<file path="src/rtl/mmu_table_walker.sv">
// mmu_table_walker
//
// Two-level translation-table walker sitting between the TLB and the DRAM
// read port. On a TLB miss it reads the first-level descriptor, optionally
// the second-level descriptor, and returns either a physical address or a
// translation fault together with the level that produced it.
//
// Ports:
//   clock           system clock, all state updates on posedge
//   reset           synchronous active-high reset
//   in_req_valid    TLB miss request, held until accepted
//   in_req_vaddr    virtual address to translate
//   out_req_ready   walker idle and able to accept a request
//   out_resp_valid  single-cycle response pulse
//   out_resp_paddr  translated physical address (0 on fault)
//   out_resp_fault  translation fault
//   out_resp_level  level that produced the response (0 = L1, 1 = L2)
//   out_mem_ren     DRAM read enable
//   out_mem_addr    DRAM byte address of the descriptor (0 when not reading)
//   out_mem_size    access size, always word (2'b10)
//   in_mem_rdata    DRAM read data, valid the cycle after out_mem_ren
//
// All outputs except out_mem_size are registered. They are computed on the
// transition into the state that owns them, so each state presents its
// outputs for the whole cycle it is active.

module mmu_table_walker #(
  parameter logic [13:0] TTB_BASE = 14'h1000
) (
  input  logic        clock,
  input  logic        reset,
  input  logic        in_req_valid,
  input  logic [31:0] in_req_vaddr,
  output logic        out_req_ready,
  output logic        out_resp_valid,
  output logic [31:0] out_resp_paddr,
  output logic        out_resp_fault,
  output logic        out_resp_level,
  output logic        out_mem_ren,
  output logic [13:0] out_mem_addr,
  output logic [1:0]  out_mem_size,
  input  logic [31:0] in_mem_rdata
);

  typedef enum logic [2:0] {
    IDLE    = 3'd0,
    L1_RD   = 3'd1,
    L1_WAIT = 3'd2,
    L2_RD   = 3'd3,
    L2_WAIT = 3'd4,
    RESP    = 3'd5
  } state_t;

  localparam logic [1:0] L1_COARSE  = 2'b01;
  localparam logic [1:0] L1_SECTION = 2'b10;
  localparam logic [1:0] L2_SMALL   = 2'b10;

  state_t      state;
  logic [31:0] va;
  logic [31:0] desc;

  // Descriptor-address and physical-address formation.
  function automatic logic [13:0] l1_desc_addr(input logic [31:0] vaddr);
    return {TTB_BASE[13:10], vaddr[31:24], 2'b00};
  endfunction

  function automatic logic [13:0] l2_desc_addr(input logic [31:0] l1d,
                                               input logic [31:0] vaddr);
    return {l1d[13:10], vaddr[23:16], 2'b00};
  endfunction

  function automatic logic [31:0] section_pa(input logic [31:0] l1d,
                                             input logic [31:0] vaddr);
    return {l1d[31:24], vaddr[23:0]};
  endfunction

  function automatic logic [31:0] page_pa(input logic [31:0] l2d,
                                          input logic [31:0] vaddr);
    return {l2d[31:16], vaddr[15:0]};
  endfunction

  // The walker only ever reads whole words.
  assign out_mem_size = 2'b10;

  always_ff @(posedge clock) begin
    if (reset) begin
      state          <= IDLE;
      va             <= '0;
      desc           <= '0;
      out_req_ready  <= 1'b1;
      out_resp_valid <= 1'b0;
      out_resp_paddr <= '0;
      out_resp_fault <= 1'b0;
      out_resp_level <= 1'b0;
      out_mem_ren    <= 1'b0;
      out_mem_addr   <= '0;
    end else begin
      case (state)
        // Accept: latch VA so later changes on in_req_vaddr are ignored.
        IDLE: begin
          if (in_req_valid && out_req_ready) begin
            va            <= in_req_vaddr;
            state         <= L1_RD;
            out_req_ready <= 1'b0;
            out_mem_ren   <= 1'b1;
            out_mem_addr  <= l1_desc_addr(in_req_vaddr);
          end
        end

        // L1 read issued this cycle; data returns next cycle.
        L1_RD: begin
          state        <= L1_WAIT;
          out_mem_ren  <= 1'b0;
          out_mem_addr <= '0;
        end

        // L1 descriptor decode.
        L1_WAIT: begin
          desc <= in_mem_rdata;
          case (in_mem_rdata[1:0])
            L1_COARSE: begin
              state        <= L2_RD;
              out_mem_ren  <= 1'b1;
              out_mem_addr <= l2_desc_addr(in_mem_rdata, va);
            end
            L1_SECTION: begin
              state          <= RESP;
              out_resp_valid <= 1'b1;
              out_resp_paddr <= section_pa(in_mem_rdata, va);
              out_resp_fault <= 1'b0;
              out_resp_level <= 1'b0;
            end
            default: begin
              state          <= RESP;
              out_resp_valid <= 1'b1;
              out_resp_paddr <= '0;
              out_resp_fault <= 1'b1;
              out_resp_level <= 1'b0;
            end
          endcase
        end

        // L2 read issued this cycle.
        L2_RD: begin
          state        <= L2_WAIT;
          out_mem_ren  <= 1'b0;
          out_mem_addr <= '0;
        end

        // L2 descriptor decode; anything but a small page faults.
        L2_WAIT: begin
          desc           <= in_mem_rdata;
          state          <= RESP;
          out_resp_valid <= 1'b1;
          out_resp_level <= 1'b1;
          if (in_mem_rdata[1:0] == L2_SMALL) begin
            out_resp_paddr <= page_pa(in_mem_rdata, va);
            out_resp_fault <= 1'b0;
          end else begin
            out_resp_paddr <= '0;
            out_resp_fault <= 1'b1;
          end
        end

        // Response pulse lasts exactly this cycle.
        RESP: begin
          state          <= IDLE;
          out_req_ready  <= 1'b1;
          out_resp_valid <= 1'b0;
          out_resp_paddr <= '0;
          out_resp_fault <= 1'b0;
          out_resp_level <= 1'b0;
        end

        default: begin
          state          <= IDLE;
          out_req_ready  <= 1'b1;
          out_resp_valid <= 1'b0;
          out_resp_paddr <= '0;
          out_resp_fault <= 1'b0;
          out_resp_level <= 1'b0;
          out_mem_ren    <= 1'b0;
          out_mem_addr   <= '0;
        end
      endcase
    end
  end

  // The stored descriptor, the VA section index and several descriptor
  // fields carry no further meaning for the walk once it has been decoded.
  logic unused_bits;
  assign unused_bits = ^{desc, va[31:24], in_mem_rdata[15:14], in_mem_rdata[9:2]};

endmodule
</file>
<file path="config.mk">
export PLATFORM = sky130hd
export DESIGN_NAME = mmu_table_walker
export DESIGN_NICKNAME = d
export VERILOG_FILES = /design/src/rtl/mmu_table_walker.sv
export SDC_FILE = /design/constraint.sdc
export NUM_CORES = 1
export LEC_CHECK = 0
export ABC_AREA = 1
export CAP_MARGIN = 20
export CORE_UTILIZATION = 35
export DETAILED_ROUTE_END_ITERATION = 10
export GPL_TIMING_DRIVEN = 0
export PLACE_DENSITY = 0.63
export REMOVE_ABC_BUFFERS = 1
export SLEW_MARGIN = 20
export SYNTH_ARGS = -nofsm -noshare
export SYNTH_HDL_FRONTEND = slang
export SYNTH_SLANG_ARGS = --single-unit
export TNS_END_PERCENT = 5
</file>
<file path="constraint.sdc">
create_clock -name clock -period 2.88 [get_ports clock]
set_input_delay 0.576 -clock clock [delete_from_list [all_inputs] [get_ports clock]]
set_output_delay 0.576 -clock clock [all_outputs]
set_load 0.05 [all_outputs]
</file>
==> flow_summary.toml, run 1 <==
[power]
p_switching_mw = 0.9275
p_int_mw = 1.925
p_seq_share_pct = 42.1
p_leak_nw = 1.723
clockPowerShare_pct = 31.8
swShare_pct = 32.52
combPwrFrac_pct = 26.0
vdd_drop_max_mv = 0.3486
p_per_area_mw_per_mm2 = 644.3

[clock_tree]
clockBufferDepth = 2
clkTransAtPathRegs_ns = 0.08
cts.sinks = 76
insertion_delay_ns = 0.34
cts_tree = "done"
ctsHoldBuffers = 0
ctsRootBufferMaster = "clkbuf_8"
cts_buffers = 9
htreeDepth = 3

[sta]
period_minus_slack_ns = 2.443
finalHoldViolCount = 0
clock.fmax_mhz = 409.4
tns_ns = 0
final-max-slew-violation-count = 0
worst_slew_pin_slew_ns = 0.9356
setup_viol = 0
finalCritPeriodShare_pct = 84.82
whs_ns = 0.4561
skew_ns = 0.01044
rsz0062_at_grt = "false"
worst_slew_margin_rel_pct = 37.56

[critical_path]
arrival_ns = 2.70
path_delay_family = "simple AND/OR/NAND/NOR gates"
crit_path_start_kind = "flop"
crit_chain = "nor2_2 -> nand3_4 -> nand2_2 -> nand2_1 -> a21oi_1"
slowest_delay_ns = 0.74
crit_slowest_cell = "nor2_2"
crit_required_ns = 3.14
critPathKind = "flop to flop"
critPathMaxFanout = 43
end_kind = "flop"
critPathBufInv = 0

[floorplan]
start_util_pct = 36.08
rows = 34
die_area_mm2 = 0.009374
fp.dieH_um = 96.82
ios = 120
coreArea_mm2 = 0.008721
dieWidth_um = 96.82

[final_layout]
syn_to_final_growth_pct = 40.68
fin_util_pct = 50.76
final_common_cell = "nand2_1"
diodes = 0
final_cells = 636
final_cell_mix = "125 x nand2_1, 104 x clkdlybuf4s50_1, 76 x a21oi_1, 76 x dfxtp_1, 28 x inv_1"
final_nets = 591
drive_gt1_share_pct = 5.114
fillCellCount = 874

[synth]
synthTopCellsByArea = "dfxtp_1 48%, nand2_1 15%, a21oi_1 12%"
synth_top_area_share_pct = 48.35
synthDistinctLibCells = 20
ys_seq_area_share_pct = 48.35
synth_largest_area_cell = "dfxtp_1"
synth-seq-cells = 76
synthCells = 436
avgSynthCellArea_um2 = 7.217
netlist_area_mm2 = 0.003147
ys_warn_count = 0

[routing]
drt_iter0_drc = 107
drc = 0
dr.pass1.iters = 4
ant_nets = 0
dr_total_vias = 3069
viasPerCell = 4.825
wl_mm = 8.461
wl_per_cell_um = 13.30

[grt]
grt_usage_pct = 18.14
grt_max_degree = 44
antenna_found_initial = 0
grt.overflow.total = 0
grt_pass1_wl_mm = 13.92
grt_pass1_vias = 2848

[min_path]
hp-class = "flop to flop"

[placement]
hpwl_mm = 5.490
place.port_buffers = 105
place_inst = 621
gp_congestion = 0.7796

[run]
cap_violations = 0

[outcome]
status = "finished, final reports clean"
[layer usage]
| metal | share of wire [%] | track usage (%) | routed length, µm | up-vias |
|---|---|---|---|---|
| met2 | 46 | 30.07 | 3866 | 85 |
| met4 | 0.28 | 4.248 | 24 | 0 |
| met3 | 6.0 | 6.069 | 507 | 2 |
| li1 | - | - | - | 1570 |
| met5 | 0 | 0 | 0 | - |
| met1 | 48 | 22.70 | 4062 | 1412 |
[final cells by class]
class                   count  area [µm²]  share of cell area [%]
flip-flops and latches     76        1521                   34.37
multi-input cells         299        1353                   30.55
repair buffers            106        1074                   24.25
clock buffers              11       151.4                   3.420
well taps                 108       135.1                   3.053
inverters                  32       120.1                   2.713
clock inverters             4       72.57                   1.639
[per-stage QoR]
step                      area (µm²)  setup WS [ns]  total power, mW
after floorplan                 2987         0.8630            1.682
after global placement          4173         -1.236            1.955
after detailed placement        4195        0.04192            1.969
after CTS                       4419        0.02608            2.876
after global routing            4427         0.1727            3.001
final                           4427         0.4372            2.852
[path summary, 6_finish.rpt]
path	end	slack (ns)	depth (start not counted)	startpoint
hold / removal	va[0]	0.46	2	va[0]
setup / recovery	out_mem_addr[8]	0.44	5	state[0]
hold reg to reg	va[0]	0.46	2	va[0]
setup reg to reg	out_mem_addr[8]	0.44	5	state[0]
[power by group through the flow]
stage	clock network, mW	logic (mW)	registers [mW]
final	0.907	0.743	1.20
after global routing	0.971	0.818	1.21
after CTS	0.929	0.746	1.20
after detailed placement	0	0.743	1.23
after global placement	0	0.732	1.22
after floorplan	0	0.330	1.35
[cell usage after synthesis]
library cell,count
dfxtp_1,76
nand3_1,22
inv_2,4
nand2_2,2
nor2_1,23
nand3_2,2
o21ai_0,16
o21ai_1,17
or2_1,1
buf_2,11
buf_1,1
o211ai_1,1
o21bai_1,8
nor2_2,2
conb_1,2
inv_1,28
clkbuf_1,9
nand2_1,125
buf_4,10
a21oi_1,76
[logic make-up (layout without fill, tap and decap cells)]
group,Yosys count,after routing,synth area share [%]
compound gates,118,118,19.48
buf+inv,63,153,9.145
flops,76,76,48.35
other cells,2,4,0.2387
simple gates,177,177,22.78
[repair_timing]
item                                    CTS  global route
setup buffers                             0             0
resized for setup                         0             1
endpoints found under the setup margin    0            20
[state kept, by name, indices dropped and copies added, names as in the netlist]
signal / count
out_mem_addr: 12
out_req_ready: 1
va: 24
out_resp_fault: 1
out_resp_level: 1
out_resp_paddr: 32
state: 3
out_resp_valid: 1
out_mem_ren: 1
[worst register-to-register path, cell delays in order, from the launching register on]
cell and delay, ns:
dfxtp_1 0.35, nor2_2 0.74, nand3_4 0.60, nand2_2 0.42
nand2_1 0.08, a21oi_1 0.17
Note: power is estimated with default switching activity, not from simulation.
==> run 2, diff against run 1 <==
clock period = 2.5 ns   (was 2.88 ns; I/O delays follow)
==> run 2 against run 1 <==
Sequential share of layout area down 0.078 points. Setup slack worse by 0.030 ns. Total power up 15%. Via count about the same. Sequential power up 16%. Global-route usage about the same. Highest routed layer unchanged. Sequential cell count unchanged. Routed wire length up 0.14%. Core utilization up 0.11 points. First-iteration DRC count down 5.6%. Critical path depth unchanged. Clock skew up 0.00095 ns.
==> flow_summary.toml, run 2 (same netlist as run 1, synthesis figures left out) <==
[power]
p_seq_share_pct = 42.1
p_int_mw = 2.219
p_switching_mw = 1.072
p_leak_nw = 1.726
swShare_pct = 32.57
p_per_area_mw_per_mm2 = 741.7
clockPowerShare_pct = 31.8
vdd_drop_max_mv = 0.4037
combPwrFrac_pct = 26.1

[routing]
wl_per_cell_um = 13.32
ant_nets = 0
wl_mm = 8.473
dr.pass1.iters = 4
drc = 0
viasPerCell = 4.821
drt_iter0_drc = 101
dr_total_vias = 3066

[floorplan]
coreArea_mm2 = 0.008721
ios = 120
start_util_pct = 36.08
fp.dieH_um = 96.82
rows = 34
die_area_mm2 = 0.009374
dieWidth_um = 96.82

[clock_tree]
cts.sinks = 76
cts_tree = "done"
ctsRootBufferMaster = "clkbuf_8"
cts_buffers = 9
insertion_delay_ns = 0.34
clkTransAtPathRegs_ns = 0.08
cts_setup_buffers = 0
htreeDepth = 3
clockBufferDepth = 2
ctsHoldBuffers = 0

[critical_path]
arrival_ns = 2.35
rr_worst_depth = 5
crit_slowest_cell = "nand2_2"
crit_chain = "nor2_4 -> nand3_1 -> nand2_2 -> nand2_1 -> a21oi_1"
critPathMaxFanout = 35
crit_required_ns = 2.76
crit_path_start_kind = "flop"
slowest_delay_ns = 0.60
r2r_setup_slack_ns = 0.41
end_kind = "flop"
setup.worst_path.start = "state[0]"
worstReg2RegStart = "state[0]"
critPathKind = "flop to flop"
endpoint = "out_resp_paddr[17]"
r2r_end = "out_resp_paddr[17]"

[grt]
grt_max_degree = 44
grt.overflow.total = 0
grt_usage_pct = 18.17
grt_pass1_vias = 2852
grt_pass1_wl_mm = 13.95
antenna_found_initial = 0

[placement]
gp_congestion = 0.7796
place_inst = 621
place_ws_ns = -0.3381
hpwl_mm = 5.490
place.port_buffers = 105

[sta]
finalHoldViolCount = 0
worst_slew_pin_slew_ns = 0.7012
whs_ns = 0.4558
period_minus_slack_ns = 2.093
finalCritPeriodShare_pct = 83.72
rsz0062_at_grt = "false"
setup_viol = 0
clock.fmax_mhz = 477.8
fin_ws_ns = 0.4071
final-max-slew-violation-count = 0
skew_ns = 0.01139
worst_slew_margin_rel_pct = 53.09

[final_layout]
largest_reg_flops = 32
final_nets = 591
reg_top3 = "out_resp_paddr (32), va (24), out_mem_addr (12)"
top_register = "out_resp_paddr"
drive_gt1_share_pct = 5.114
diodes = 0
final_cells = 636
syn_to_final_growth_pct = 40.99
final_common_cell = "nand2_1"
final_cell_mix = "125 x nand2_1, 104 x clkdlybuf4s50_1, 76 x a21oi_1, 76 x dfxtp_1, 28 x inv_1"

[outcome]
status = "finished, final reports clean"

[run]
cap_violations = 0

[min_path]
hp-class = "flop to flop"
run 2: per-layer routing:
layer | up-vias | routed length [µm] | global-route usage [%]
li1 | 1570 | - | -
met1 | 1408 | 3979 | 22.80
met2 | 86 | 3924 | 30.07
met3 | 2 | 544 | 6.069
met4 | 0 | 25 | 4.248
met5 | - | 0 | 0
run 2: power by group through the flow:
stage	Sequential (mW)	Combinational [mW]	Clock, mW
after global routing	1.40	0.945	1.12
after floorplan	1.56	0.381	0
after detailed placement	1.41	0.856	0
after CTS	1.38	0.863	1.07
final	1.39	0.857	1.05
after global placement	1.41	0.843	0
run 2: metrics by stage:
stage | util (%) | power, mW | area (µm²) | setup TNS [ns]
2_1_floorplan | - | 1.937 | 2987 | 0
3_3_place_gp | 47.85 | 2.252 | 4173 | -43.90
3_5_place_dp | 48.11 | 2.268 | 4195 | -8.221
4_1_cts | 50.76 | 3.317 | 4427 | 0
5_1_grt | 50.88 | 3.462 | 4437 | 0
6_report | 50.88 | 3.291 | 4437 | 0
run 2: cell type report:
type                            count  area (µm²)
Clock buffer                       11       151.4
Clock inverter                      4       72.57
Fill cell                         876        4284
Inverter                           32       120.1
Multi-Input combinational cell    299        1363
Sequential cell                    76        1521
Tap cell                          108       135.1
Timing Repair Buffer              106        1074
run 2: how the worst min path moves through the flow:
| stage | to | from | slack (ns) | depth (start not counted) |
|---|---|---|---|---|
| after floorplan | va[0] | va[0] | 0.43 | 2 |
| after global placement | va[4] | va[4] | 0.44 | 2 |
| after detailed placement | va[0] | va[0] | 0.45 | 2 |
| after CTS | va[0] | va[0] | 0.46 | 2 |
| after global routing | va[17] | va[17] | 0.48 | 2 |
| final | va[12] | va[12] | 0.46 | 2 |
run 2: critical path: cells and delay by family, from the launching register on:
family | cells | cell delay [ns]
simple gates | 4 | 1.46
flops | 1 | 0.37
compound gates | 1 | 0.18
run 2: repair_timing:
item                                    4_1_cts  5_1_grt
endpoints found under the setup margin       34       49
gates cloned                                  0        0
pin swaps                                     0        0
resized for setup                             1        2
